## src/rtl/frame_sched_pkg.sv

```systemverilog
// Shared types and widths for the frame scheduler: FSM states, pose/map field widths,
// and the pixel counter sizing helper.
package frame_sched_pkg;

    typedef enum logic [1:0] {
        IDLE   = 2'd0,
        LATCH  = 2'd1,
        RENDER = 2'd2,
        COMMIT = 2'd3
    } state_t;

    localparam int POS_W   = 17;
    localparam int ANG_W   = 16;
    localparam int BADDR_W = 15;
    localparam int BID_W   = 5;
    localparam int EDIT_W  = BADDR_W + BID_W;

    // Never below one bit, so a degenerate 1x1 frame still elaborates.
    function automatic int pix_cnt_w(input int h, input int v);
        int n;
        n = h * v;
        return (n > 1) ? $clog2(n) : 1;
    endfunction

endpackage

```

## src/rtl/edit_fifo.sv

```systemverilog
// Synchronous FIFO holding pending block edits as {addr, data}; the pointers carry one
// extra wrap bit so full and empty are told apart without a separate counter.
module edit_fifo
    import frame_sched_pkg::*;
#(
    parameter int FIFO_DEPTH = 8,
    parameter int WIDTH      = EDIT_W
) (
    input  logic             clk,
    input  logic             rst,
    input  logic             push,
    input  logic [WIDTH-1:0] wdata,
    input  logic             pop,
    output logic [WIDTH-1:0] rdata,
    output logic             full,
    output logic             empty
);

    localparam int AW = $clog2(FIFO_DEPTH);

    logic [AW:0]      wr_ptr;
    logic [AW:0]      rd_ptr;
    logic [WIDTH-1:0] mem [FIFO_DEPTH];
    logic             push_ok;
    logic             pop_ok;

    assign empty   = (wr_ptr == rd_ptr);
    assign full    = (wr_ptr[AW] != rd_ptr[AW]) && (wr_ptr[AW-1:0] == rd_ptr[AW-1:0]);
    assign push_ok = push && !full;
    assign pop_ok  = pop && !empty;
    assign rdata   = mem[rd_ptr[AW-1:0]];

    always_ff @(posedge clk or posedge rst) begin
        if (rst) begin
            wr_ptr <= '0;
            rd_ptr <= '0;
        end else begin
            if (push_ok) wr_ptr <= wr_ptr + 1'b1;
            if (pop_ok)  rd_ptr <= rd_ptr + 1'b1;
        end
    end

    // Storage is left unreset; clearing the pointers is what discards the contents.
    always_ff @(posedge clk) begin
        if (push_ok) mem[wr_ptr[AW-1:0]] <= wdata;
    end

endmodule

```

## src/rtl/frame_sched.sv

```systemverilog
// Per-frame scheduler: latches the pose, starts the ray pipeline, counts pixels, and
// commits queued map edits only between frames. Optional watchdog: FRAME_SCHED_TIMEOUT_EN.
module frame_sched
    import frame_sched_pkg::*;
#(
    parameter int H_DISP      = 480,
    parameter int V_DISP      = 272,
    parameter int FIFO_DEPTH  = 8,
    parameter int TIMEOUT_CYC = 2000000
) (
    input  logic               clk,
    input  logic               rst,
    input  logic               frame_req,
    input  logic [POS_W-1:0]   p_pos_x,
    input  logic [POS_W-1:0]   p_pos_y,
    input  logic [POS_W-1:0]   p_pos_z,
    input  logic [ANG_W-1:0]   p_angle_x,
    input  logic [ANG_W-1:0]   p_angle_y,
    output logic [POS_W-1:0]   pose_pos_x,
    output logic [POS_W-1:0]   pose_pos_y,
    output logic [POS_W-1:0]   pose_pos_z,
    output logic [ANG_W-1:0]   pose_angle_x,
    output logic [ANG_W-1:0]   pose_angle_y,
    output logic               start,
    input  logic               px_valid,
    output logic               busy,
    input  logic               edit_valid,
    output logic               edit_ready,
    input  logic [BADDR_W-1:0] edit_addr,
    input  logic [BID_W-1:0]   edit_data,
    output logic               write_en,
    output logic [BADDR_W-1:0] write_addr,
    output logic [BID_W-1:0]   write_data,
    output logic [7:0]         frames_dropped,
    output logic               timeout
);

    localparam int             PIX_W    = pix_cnt_w(H_DISP, V_DISP);
    localparam logic [PIX_W-1:0] PIX_LAST = PIX_W'(H_DISP * V_DISP - 1);

    state_t              state;
    state_t              state_nxt;
    logic                pending;
    logic                pending_nxt;
    logic [PIX_W-1:0]    pix_cnt;
    logic                drop;
    logic                pop;
    logic                push;
    logic                frame_done;
    logic                wd_hit;
    logic                fifo_full;
    logic                fifo_empty;
    logic [EDIT_W-1:0]   fifo_rdata;
    logic                wr_vld_p1;
    logic [BADDR_W-1:0]  wr_addr_p1;
    logic [BID_W-1:0]    wr_data_p1;

    assign push       = edit_valid && !fifo_full;
    assign edit_ready = !fifo_full;
    assign start      = (state == LATCH);
    assign busy       = (state == LATCH) || (state == RENDER);
    assign frame_done = (state == RENDER) && px_valid && (pix_cnt == PIX_LAST);
    assign write_en   = wr_vld_p1;
    assign write_addr = wr_addr_p1;
    assign write_data = wr_data_p1;

    edit_fifo #(
        .FIFO_DEPTH (FIFO_DEPTH),
        .WIDTH      (EDIT_W)
    ) u_edit_fifo (
        .clk   (clk),
        .rst   (rst),
        .push  (push),
        .wdata ({edit_addr, edit_data}),
        .pop   (pop),
        .rdata (fifo_rdata),
        .full  (fifo_full),
        .empty (fifo_empty)
    );

    always_comb begin
        state_nxt   = state;
        pending_nxt = pending;
        drop        = 1'b0;
        pop         = 1'b0;
        case (state)
            IDLE: begin
                if (frame_req)        state_nxt = LATCH;
                else if (!fifo_empty) state_nxt = COMMIT;
            end
            LATCH: begin
                state_nxt = RENDER;
                if (frame_req) begin
                    if (pending) drop = 1'b1;
                    else         pending_nxt = 1'b1;
                end
            end
            RENDER: begin
                if (frame_req) begin
                    if (pending) drop = 1'b1;
                    else         pending_nxt = 1'b1;
                end
                if (wd_hit) begin
                    state_nxt   = IDLE;
                    pending_nxt = 1'b0;
                end else if (frame_done) begin
                    state_nxt   = pending_nxt ? LATCH : IDLE;
                    pending_nxt = 1'b0;
                end
            end
            COMMIT: begin
                // Once a frame is pending no new pop starts; this cycle only lets the
                // previous write land before moving to LATCH.
                pop = !fifo_empty && !pending;
                if (frame_req) begin
                    if (pending) drop = 1'b1;
                    else         pending_nxt = 1'b1;
                end
                if (pending || fifo_empty) begin
                    state_nxt   = pending_nxt ? LATCH : IDLE;
                    pending_nxt = 1'b0;
                end
            end
            default: state_nxt = IDLE;
        endcase
    end

    always_ff @(posedge clk or posedge rst) begin
        if (rst) begin
            state          <= IDLE;
            pending        <= 1'b0;
            pix_cnt        <= '0;
            frames_dropped <= '0;
        end else begin
            state   <= state_nxt;
            pending <= pending_nxt;
            if (state == LATCH)                  pix_cnt <= '0;
            else if (state == RENDER && px_valid) pix_cnt <= pix_cnt + PIX_W'(1);
            if (drop && frames_dropped != 8'hFF) frames_dropped <= frames_dropped + 8'd1;
        end
    end

    // Pose snapshot is taken in the cycle that decides to enter LATCH.
    always_ff @(posedge clk or posedge rst) begin
        if (rst) begin
            pose_pos_x   <= '0;
            pose_pos_y   <= '0;
            pose_pos_z   <= '0;
            pose_angle_x <= '0;
            pose_angle_y <= '0;
        end else if (state_nxt == LATCH && state != LATCH) begin
            pose_pos_x   <= p_pos_x;
            pose_pos_y   <= p_pos_y;
            pose_pos_z   <= p_pos_z;
            pose_angle_x <= p_angle_x;
            pose_angle_y <= p_angle_y;
        end
    end

    // Stage p1: map write port, one cycle behind the FIFO pop.
    always_ff @(posedge clk or posedge rst) begin
        if (rst) begin
            wr_vld_p1  <= 1'b0;
            wr_addr_p1 <= '0;
            wr_data_p1 <= '0;
        end else begin
            wr_vld_p1 <= pop;
            if (pop) begin
                wr_addr_p1 <= fifo_rdata[EDIT_W-1:BID_W];
                wr_data_p1 <= fifo_rdata[BID_W-1:0];
            end
        end
    end

`ifdef FRAME_SCHED_TIMEOUT_EN
    logic [31:0] wd_cnt;
    logic        timeout_q;

    assign wd_hit  = (state == RENDER) && (wd_cnt == 32'(TIMEOUT_CYC - 1));
    assign timeout = timeout_q;

    always_ff @(posedge clk or posedge rst) begin
        if (rst) begin
            wd_cnt    <= '0;
            timeout_q <= 1'b0;
        end else begin
            if (state == LATCH)       wd_cnt <= '0;
            else if (state == RENDER) wd_cnt <= wd_cnt + 32'd1;
            timeout_q <= wd_hit;
        end
    end
`else
    logic [31:0] wd_unused;

    assign wd_unused = 32'(TIMEOUT_CYC);
    assign wd_hit    = 1'b0;
    assign timeout   = 1'b0;
`endif

endmodule

```

## config.mk

```make
export PLATFORM = sky130hd
export DESIGN_NAME = frame_sched
export DESIGN_NICKNAME = d
export VERILOG_FILES = /design/src/rtl/frame_sched_pkg.sv /design/src/rtl/edit_fifo.sv /design/src/rtl/frame_sched.sv
export SDC_FILE = /design/constraint.sdc
export NUM_CORES = 1
export LEC_CHECK = 0
export BUFFER_PORTS_ARGS = -buffer_cell sky130_fd_sc_hd__buf_2
export CORE_MARGIN = 2
export CORE_UTILIZATION = 40
export CTS_CLUSTER_SIZE = 25
export DETAILED_ROUTE_END_ITERATION = 6
export GPL_TIMING_DRIVEN = 0
export MAX_ROUTING_LAYER = met4
export PLACE_DENSITY = 0.61
export SYNTH_ARGS = -nofsm -noshare
export SYNTH_HDL_FRONTEND = slang
export SYNTH_SLANG_ARGS = --single-unit
```

## constraint.sdc

```tcl
create_clock -name clk -period 5.2 [get_ports clk]
set_input_delay 1.3 -clock clk [delete_from_list [all_inputs] [get_ports clk]]
set_output_delay 1.3 -clock clk [all_outputs]
set_load 0.05 [all_outputs]
```

# Yosys cells after proc, flatten, opt, wreduce, memory -nomap -nowiden
# Memories as Yosys holds them, arrays and structs flattened. A register that Yosys moved wholly into a read port is not among the register bits.
# Index checks and enable logic that the tools add are counted.
[word_totals] reg_bits=120 mem_bits_rw=160 wordCells=66 mem_count=1
[mem_list] memory="u_edit_fifo.mem" words=8 word_bits=20 rd=1 rd_ports_with_merged_regs=1 write_ports=1 line="edit_fifo.sv:23" rtl="logic [WIDTH-1:0] mem [FIFO_DEPTH];"
[op_classes] addsub=4 eq_ne=10 muxes=21 n_reduce_logical=18
[op_table] operator="$mux 17" n=2
[op_table] operator="$add 17x1->17 const B" n=1
[op_table] operator="$eq 17x17->1 const B" n=1
[op_table] operator="$mux 1" n=13
[op_table] operator="$logic_and 1x1->1" n=9
[op_table] operator="$add 4x1->4 const B" n=2
[op_table] operator="$add 8x1->8 const B" n=1
[op_table] operator="$mux 2" n=4
[op_table] operator="$ne 8x8->1 const B" n=1
[op_table] operator="$pmux 2 s4" n=1
[op_table] operator="$eq 2x1->1 const B" n=2
[op_table] operator="$eq 2x2->1 const B" n=2
[op_table] operator="$eq 4x4->1" n=1
[op_table] operator="$eq 3x3->1" n=1
[op_table] operator="$logic_not 1->1" n=3
[op_table] operator="$pmux 1 s3" n=1
[op_table] operator="$reduce_bool 3->1" n=1
[op_table] operator="$reduce_or 3->1" n=1
[op_table] operator="$logic_not 2->1" n=1
[op_table] operator="$logic_or 1x1->1" n=2
[op_table] operator="$ne 2x1->1 const B" n=1
[op_table] operator="$reduce_bool 2->1" n=1
[op_table] operator="$ne 1x1->1" n=1

# Longest topological paths before layout
# Gate-level depths: netlist of run 1.
[depth] word_depth=7 ltp_mapped=11

# By module
# From an unflattened synthesis of run 1, not the netlist that was laid out.
[hier_totals] cells_unflattened=671 hier_area_um2=12539.5
[by_module_without_submodules] mod="edit_fifo" n_inst=1 cells_each=290 area_per_inst_um2=6759.0
[by_module_without_submodules] mod="frame_sched" n_inst=1 cells_each=381 area_per_inst_um2=5780.5

# Worst setup path after synthesis of run 1
# OpenSTA, ideal clock, no wires.
[synth_path] kind="input to register" start="in edit_valid" end="mem u_edit_fifo.mem[0][0] (netlist name) (enable)" arrival_ns=3.123 required_time_ns=4.778 slack_ns=1.655 stages=4 n_path_buf=1 cell_sequence="and2_1 > clkbuf_1 > nand2b_1 > nor3_1"
[synth_via] elab_chain_cells=4
[synth_rtl] item="start, declared" line="frame_sched.sv:27" rtl="input logic edit_valid,"
[synth_rtl] item="$logic_and 1x1->1" line="frame_sched.sv:58" rtl="assign push = edit_valid && !fifo_full;"
[synth_rtl] item="$logic_and 1x1->1" line="edit_fifo.sv:29" rtl="assign push_ok = push && !full;"
[synth_rtl] item="$mux 1" line="edit_fifo.sv:45" rtl="if (push_ok) mem[wr_ptr[AW-1:0]] <= wdata;"
[synth_rtl] item="$mux 1 (not written as such)" line="edit_fifo.sv:45"
[synth_rtl] item="end, declared" line="edit_fifo.sv:23"
# Every way passes these cells.

# Worst setup path after layout of run 1
[layout_path] start="reg u_edit_fifo.rd_ptr[0]" end="out edit_ready"
[layout_via] elab_chain_cells=3
[layout_rtl] item="start, declared" line="edit_fifo.sv:22" rtl="logic [AW:0] rd_ptr;"
[layout_rtl] item="start signal, assigned" line="edit_fifo.sv:39" rtl="if (pop_ok) rd_ptr <= rd_ptr + 1'b1;"
[layout_rtl] item="$eq 3x3->1" line="edit_fifo.sv:28" rtl="assign full = (wr_ptr[AW] != rd_ptr[AW]) && (wr_ptr[AW-1:0] == rd_ptr[AW-1:0]);"
[layout_rtl] item="$logic_and 1x1->1" line="edit_fifo.sv:28"
[layout_rtl] item="$logic_not 1->1" line="frame_sched.sv:59" rtl="assign edit_ready = !fifo_full;"
[layout_rtl] item="end, declared" line="frame_sched.sv:28" rtl="output logic edit_ready,"
# Every way passes these cells.

==> results of run 1 <==
-- state kept, by name (all words and copies together), names as in the netlist --
name	cells
u_edit_fifo.mem	160
pix_cnt	17
pose_pos_x	17
pose_pos_y	17
pose_pos_z	17
pose_angle_x	16
pose_angle_y	16
write_addr	15
frames_dropped	8
write_data	5
u_edit_fifo.rd_ptr	4
u_edit_fifo.wr_ptr	4
state	2
pending	1
write_en	1
-- cell families (layout without fill, tap and decap cells) --
family                   after synthesis  after routing  share of synthesized area, %
flip-flops                           300            300                          69.0
multiplexers                         145            145                          19.3
AND/OR/NAND/NOR                      103            103                          4.13
AO/OA/AOI/OAI                         40             40                          2.01
buffers and inverters                 40            331                          2.44
XOR/XNOR                              30             30                          2.18
adder cells (fa/ha/maj)                9              9                         0.935
other                                  1              3                        0.0311
-- synthesized netlist by cell type, types with 3 or more instances --
master and count:
nand4_1 7, xor2_1 13, a21oi_1 5, nand2_1 42, and3_1 7, mux2i_1 20, mux2_2 15, buf_2 8
xnor2_1 17, buf_12 7, mux4_2 40, inv_1 8, clkbuf_1 8, ha_1 9, edfxtp_1 160, nand2b_1 3
o21ai_0 24, nor2_1 22, buf_1 5, dfrtp_1 140, nand3_1 6, or3_1 3, mux2_4 70, nor3_1 3
-- path summary, 6_finish.rpt --
check,startpoint,endpoint,slack (ps),depth (start not counted)
min reg2reg,write_data[1],write_data[1],480,2
max in group asynchronous,rst,write_en,3570,3
min in group asynchronous,rst,write_addr[9],810,2
max reg2reg,state[0],pose_pos_y[15],2380,11
min,write_data[1],write_data[1],480,2
max,u_edit_fifo.rd_ptr[0],edit_ready,2090,4
-- cell type report --
class / instances / area (um^2)
Timing Repair Buffer: 234 / 1280
Tap cell: 390 / 488
Buffer: 32 / 264
Fill cell: 2526 / 14700
Antenna cell: 2 / 5.00
Clock buffer: 46 / 902
Clock inverter: 11 / 170
Inverter: 8 / 35.0
Multi-Input combinational cell: 328 / 3470
Sequential cell: 300 / 8310
-- power by group through the flow --
| stage | Sequential [mW] | Clock, mW | Combinational, mW |
|---|---|---|---|
| 2_1_floorplan | 2.99 | 0 | 0.309 |
| 3_3_place_gp | 2.93 | 0 | 0.607 |
| 3_5_place_dp | 2.93 | 0 | 0.686 |
| 4_1_cts | 2.88 | 2.36 | 0.689 |
| 5_1_grt | 2.90 | 2.45 | 0.728 |
| 6_report | 2.88 | 2.29 | 0.671 |
-- routing by layer --
layer	vias to the layer above	wire [um]	GRT usage [%]
met5	-	0	-
met4	0	616	4.03
met3	38	1940	3.79
met2	234	12900	28.1
met1	3373	11200	21.5
li1	3051	-	-
-- per-stage QoR --
| stage | utilization, % | instance area (um^2) | cells |
|---|---|---|---|
| global placement | 46.0 | 13600 | 1280 |
| detailed placement | 46.7 | 13800 | 1292 |
| floorplan | - | 12000 | 668 |
| global route | 50.4 | 14900 | 1351 |
| finish | 50.4 | 14900 | 1351 |
| CTS | 50.3 | 14900 | 1349 |
-- critical path: cells and delay by family (launching register included) --
family	cells	cell delay (ps)
buffers and inverters	2	460
AND/OR/NAND/NOR	1	210
flip-flops	1	380
XOR/XNOR	1	200
==> results_dict.tcl, run 1 <==
set metrics [dict create \
    power.internal_mw 4.41 \
    clock_sinks 300 \
    via_per_inst 4.96 \
    worst_pin_slew_ps 1020 \
    hp-class "reg -> reg" \
    yosysTopAreaCellShare_pct 39.9 \
    synth-seq-cells 300 \
    synth_fp_nets 785 \
    grt_pass1_vias 6619 \
    skew_ps 25.8 \
    leakage_nw 6.38 \
    fin_total_pwr_mw 5.84 \
    synth-seq-area-share_pct 69.0 \
    firstDrtPassIters 4 \
    rsz0062_at_grt "false" \
    fmax_ghz 0.321 \
    final_cell_mix "buf_2, edfxtp_1, dfrtp_1" \
    clkLatencyLatePin_ps 570 \
    maxCapViolCount 0 \
    slew_headroom_pct 32.0 \
    area_growth_pct 23.9 \
    endpoint_kind "output port" \
    post_cts_resized 0 \
    cts-htree-levels 1 \
    gr-usage-all-layers_pct 17.0 \
    final_common_cell "buf_2" \
    cp_max_fo 7 \
    drtAntennaViolNets 0 \
    numCtsBuffers 31 \
    dominantRegCellSynth "edfxtp_1" \
    status "finished clean" \
    die_h_um 177 \
    hold_ws_ps 480 \
    critPathMostFrequentCell "buf_2" \
    vias 6696 \
    die_w_um 177 \
    combPwrFrac_pct 11.5 \
    grt_first_pass_wirelength_um 39400 \
    wl_per_cell_um 19.8 \
    hold_buffers 0 \
    clockBufferDepth 3 \
    critical_path_arrival_ps 1810 \
    cts_tree "done" \
    critical_path_class "reg -> out" \
    drt_wl_total_um 26700 \
    cp_cell_sequence "buf_2 -> xnor2_1 -> nand4_1 -> buf_2" \
    path_clk_slew_ps 60 \
    p_per_area_nw_per_um2 391 \
    start_util_pct 40.6 \
    drv_slew 0 \
    gp_congestion 0.728 \
    synthArstFlopShare_pct 46.7 \
    power_switching_share_pct 24.5 \
    synth_area_um2 12000 \
    drc_errors 0 \
    irDropWorstVdd_v 0.000276 \
    setup_viol 0 \
    power_frac_seq_pct 49.3 \
    crit_path_start_kind "flip-flop" \
    synth_cell_types 45 \
    grt_max_degree 88 \
    antenna_found_initial 2 \
    postSynthAreaPerCell_um2 18.0 \
    final_nets 1052 \
    finalHoldViolations 0 \
    synth.yosys.warnings 0 \
    pin_count 224 \
    layout-drive-gt1-share_pct 45.8 \
    critPathMaxStageDelay_ps 380 \
    cts_root_buf "clkbuf_16" \
    min_period_ps 3110 \
    cp.required_ps 3900 \
    synth_enable_flop_cells 160 \
    postCtsSetupRepairBufs 0 \
    min_period_over_period_pct 59.9 \
    yosysTopAreaCell "edfxtp_1" \
    critical-path-slowest-cell "dfrtp_1" \
    place_ws_ps 1720 \
    drtIter0Drc 425 \
    setup_slack_ps 2090 \
    tns_ps 0 \
    io_buffer_count 222 \
    fp-row-count 63 \
    hpwl_um 18000 \
    synth_area_leaders "edfxtp_1, dfrtp_1, mux2_4" \
    clockPowerShare_pct 39.2 \
    dieArea_um2 31500 \
    core_area_um2 29600 \
    overflow 0 \
    p_sw_mw 1.43 \
    postSynthCellCount 668 \
]
(Power assumes the default switching activity.)
==> run 2, diff against run 1 <==
--- a/config.mk
+++ b/config.mk
@@ -5,6 +5,7 @@
 export SDC_FILE = /design/constraint.sdc
 export NUM_CORES = 1
 export LEC_CHECK = 0
+export ABC_AREA = 1
 export BUFFER_PORTS_ARGS = -buffer_cell sky130_fd_sc_hd__buf_2
 export CORE_MARGIN = 2
 export CORE_UTILIZATION = 40
==> constraint.sdc (replaced) <==
create_clock -name clk -period 2.68 [get_ports clk]
set_input_delay 0.67 -clock clk [delete_from_list [all_inputs] [get_ports clk]]
set_output_delay 0.67 -clock clk [all_outputs]
set_load 0.05 [all_outputs]
==> run 2 against run 1 <==
  * Die area up 1.7%
  * Sequential share of layout area down 0.82 points
  * Via count up 39%
  * Sequential power up 98%
  * Clock skew down 10 ps
  * Clock-buffer cell count unchanged
  * Register-to-register slack worse by 2200 ps
  * Worst setup slack worse by 1900 ps
  * Cell area up 1.5%
  * First-iteration DRC count up 50%
  * Flip-flop and latch count unchanged
  * Critical path type unchanged
==> results_dict.tcl, run 2 <==
set metrics [dict create \
    synth_area_um2 12300 \
    postCtsSetupRepairBufs 0 \
    critPathMaxStageDelay_ps 420 \
    setup_viol 0 \
    skew_ps 15.7 \
    clockBufferDepth 3 \
    critical_path_class "reg -> out" \
    drt_wl_total_um 33100 \
    gr-usage-all-layers_pct 20.7 \
    power_switching_share_pct 27.6 \
    numCtsBuffers 34 \
    cts-htree-levels 2 \
    start_util_pct 40.4 \
    synth_fp_nets 1231 \
    slew_headroom_pct 47.9 \
    clock_sinks 300 \
    finalHoldViolations 0 \
    drv_slew 0 \
    cp-startpoint "u_edit_fifo.rd_ptr[0]" \
    die_h_um 179 \
    cp.required_ps 2010 \
    final_cell_mix "nand2_1, buf_2, edfxtp_1" \
    r2r_start "u_edit_fifo.rd_ptr[0]" \
    synth_enable_flop_cells 160 \
    min_period_over_period_pct 94.2 \
    power.internal_mw 8.49 \
    tns_ps 0 \
    cp_max_fo 10 \
    largest_reg_flops 160 \
    overflow 0 \
    synth.yosys.warnings 0 \
    fin_util_pct 49.9 \
    drtAntennaViolNets 0 \
    gp_congestion 0.799 \
    drc_errors 0 \
    antenna_found_initial 2 \
    clkLatencyLatePin_ps 510 \
    nFillCells 2821 \
    path_clk_slew_ps 60 \
    maxCapViolCount 0 \
    wl_per_cell_um 18.4 \
    cp_cell_sequence "buf_2 -> nand2_1 -> nand2_1 -> nor2_2 -> nand4_1 -> buf_2" \
    dpl.cell_count 1742 \
    grt_first_pass_wirelength_um 49700 \
    core_area_um2 30300 \
    pin_count 224 \
    grt_pass1_vias 8987 \
    synthArstFlopShare_pct 46.7 \
    final_nets 1499 \
    combPwrFrac_pct 14.1 \
    critical_path_arrival_ps 1860 \
    layout-drive-gt1-share_pct 23.7 \
    status "finished clean" \
    io_buffer_count 222 \
    cts_tree "done" \
    synth_area_leaders "edfxtp_1, dfrtp_1, nand2_1" \
    worst-path-buf-inv 2 \
    yosysTopAreaCell "edfxtp_1" \
    rsz0062_at_grt "true" \
    fmax_ghz 0.396 \
    synth_cell_types 37 \
    synth.most_common_cell "nand2_1" \
    dieArea_um2 32000 \
    p_per_area_nw_per_um2 775 \
    dominantRegCellSynth "edfxtp_1" \
    hp-class "in -> async" \
    yosysTopAreaCellShare_pct 39.2 \
    area_growth_pct 23.7 \
    critical-path-top-delay-family "buffers and inverters" \
    min_period_ps 2530 \
    via_per_inst 5.18 \
    fin_cells 1802 \
    vias 9339 \
    critical-path-slowest-cell "dfrtp_1" \
    p_sw_mw 3.25 \
    leakage_nw 6.58 \
    synth-seq-cells 300 \
    firstDrtPassIters 5 \
    postSynthAreaPerCell_um2 11.0 \
    synthTopCellsByCount "nand2_1, edfxtp_1, dfrtp_1, nor2_1, o21ai_0" \
    cts_root_buf "clkbuf_16" \
    grt_max_degree 40 \
    clockPowerShare_pct 37.4 \
    fp-row-count 64 \
    die_w_um 179 \
    fin_total_pwr_mw 11.7 \
    postSynthCellCount 1114 \
    synth-seq-area-share_pct 67.8 \
    endpoint_kind "output port" \
    irDropWorstVdd_v 0.000460 \
    power_frac_seq_pct 48.5 \
    final_common_cell "nand2_1" \
    hpwl_um 23000 \
    crit_path_start_kind "flip-flop" \
    worst_pin_slew_ps 780 \
    drtIter0Drc 637 \
]
[run 2: metal layers]
layer	share of wire (%)	vias up	track usage, %
met3	8.0	64	4.07
met1	42	4467	25.8
li1	-	4454	-
met5	0	-	-
met4	3.1	0	8.23
met2	47	354	33.4
[run 2: worst reg2reg max path, cell delays in order, from the launching register on]
cell and delay (ps):
dfrtp_1 410, buf_2 260, nand2_1 80, nand2_1 70, nor2_2 50, nand4_1 130
nand2_1 90, inv_1 130, nand2_1 180, nor2_2 580, buf_6 260
[run 2: cell families (layout without fill, tap and decap cells)]
group / count (synthesis) / after routing / synth area share (%)
other: 1 / 3 / 0.0306
AND/OR/NAND/NOR: 517 / 517 / 18.4
XOR/XNOR: 13 / 13 / 0.929
adder cells (fa/ha/maj): 9 / 9 / 0.919
buffers and inverters: 104 / 394 / 3.95
AO/OA/AOI/OAI: 170 / 170 / 7.91
flip-flops: 300 / 300 / 67.8
[run 2: layout make-up]
cell class | instances | area (um^2) | area share (%)
flip-flops and latches | 300 | 8310 | 54.8
multi-input cells | 710 | 3500 | 23.1
repair buffers | 232 | 1310 | 8.65
clock buffers | 46 | 947 | 6.25
well taps | 396 | 495 | 3.27
plain buffers | 71 | 363 | 2.40
inverters | 33 | 128 | 0.842
clock inverters | 12 | 96.3 | 0.636
diodes | 2 | 5.00 | 0.0330
[run 2: what timing repair did]
action                                  4_1_cts  5_1_grt
hold buffers                                  0        0
endpoints found under the setup margin       21      126
resized for setup                             1        7
[run 2: final timing paths]
check                      cells past startpoint  slack, ps                      to
setup / recovery                               6        150              edit_ready
hold / removal                                 2        300          pose_pos_x[14]
setup reg to reg                              10        160  u_edit_fifo.mem[6][12]
hold reg to reg                                1        460             pix_cnt[16]
max in group asynchronous                      4       1470         pose_angle_y[3]
min in group clk                               3        420          pose_pos_x[16]
[run 2: power groups by stage]
stage	sequential, mW	clock (mW)	combinational, mW
5_1_grt	5.74	4.67	1.81
6_report	5.69	4.39	1.66
2_1_floorplan	6.14	0	0.647
4_1_cts	5.69	4.48	1.67
3_5_place_dp	5.77	0	1.66
3_3_place_gp	5.78	0	1.50
[run 2: per-stage QoR]
stage | hold slack [ps] | setup slack (ps) | instance area, um^2
global route | 356 | -62.6 | 15100
floorplan | 434 | -60.5 | 12300
global placement | 449 | -784 | 13900
finish | 305 | 154 | 15100
CTS | 308 | 61.4 | 15100
detailed placement | 453 | -239 | 14100
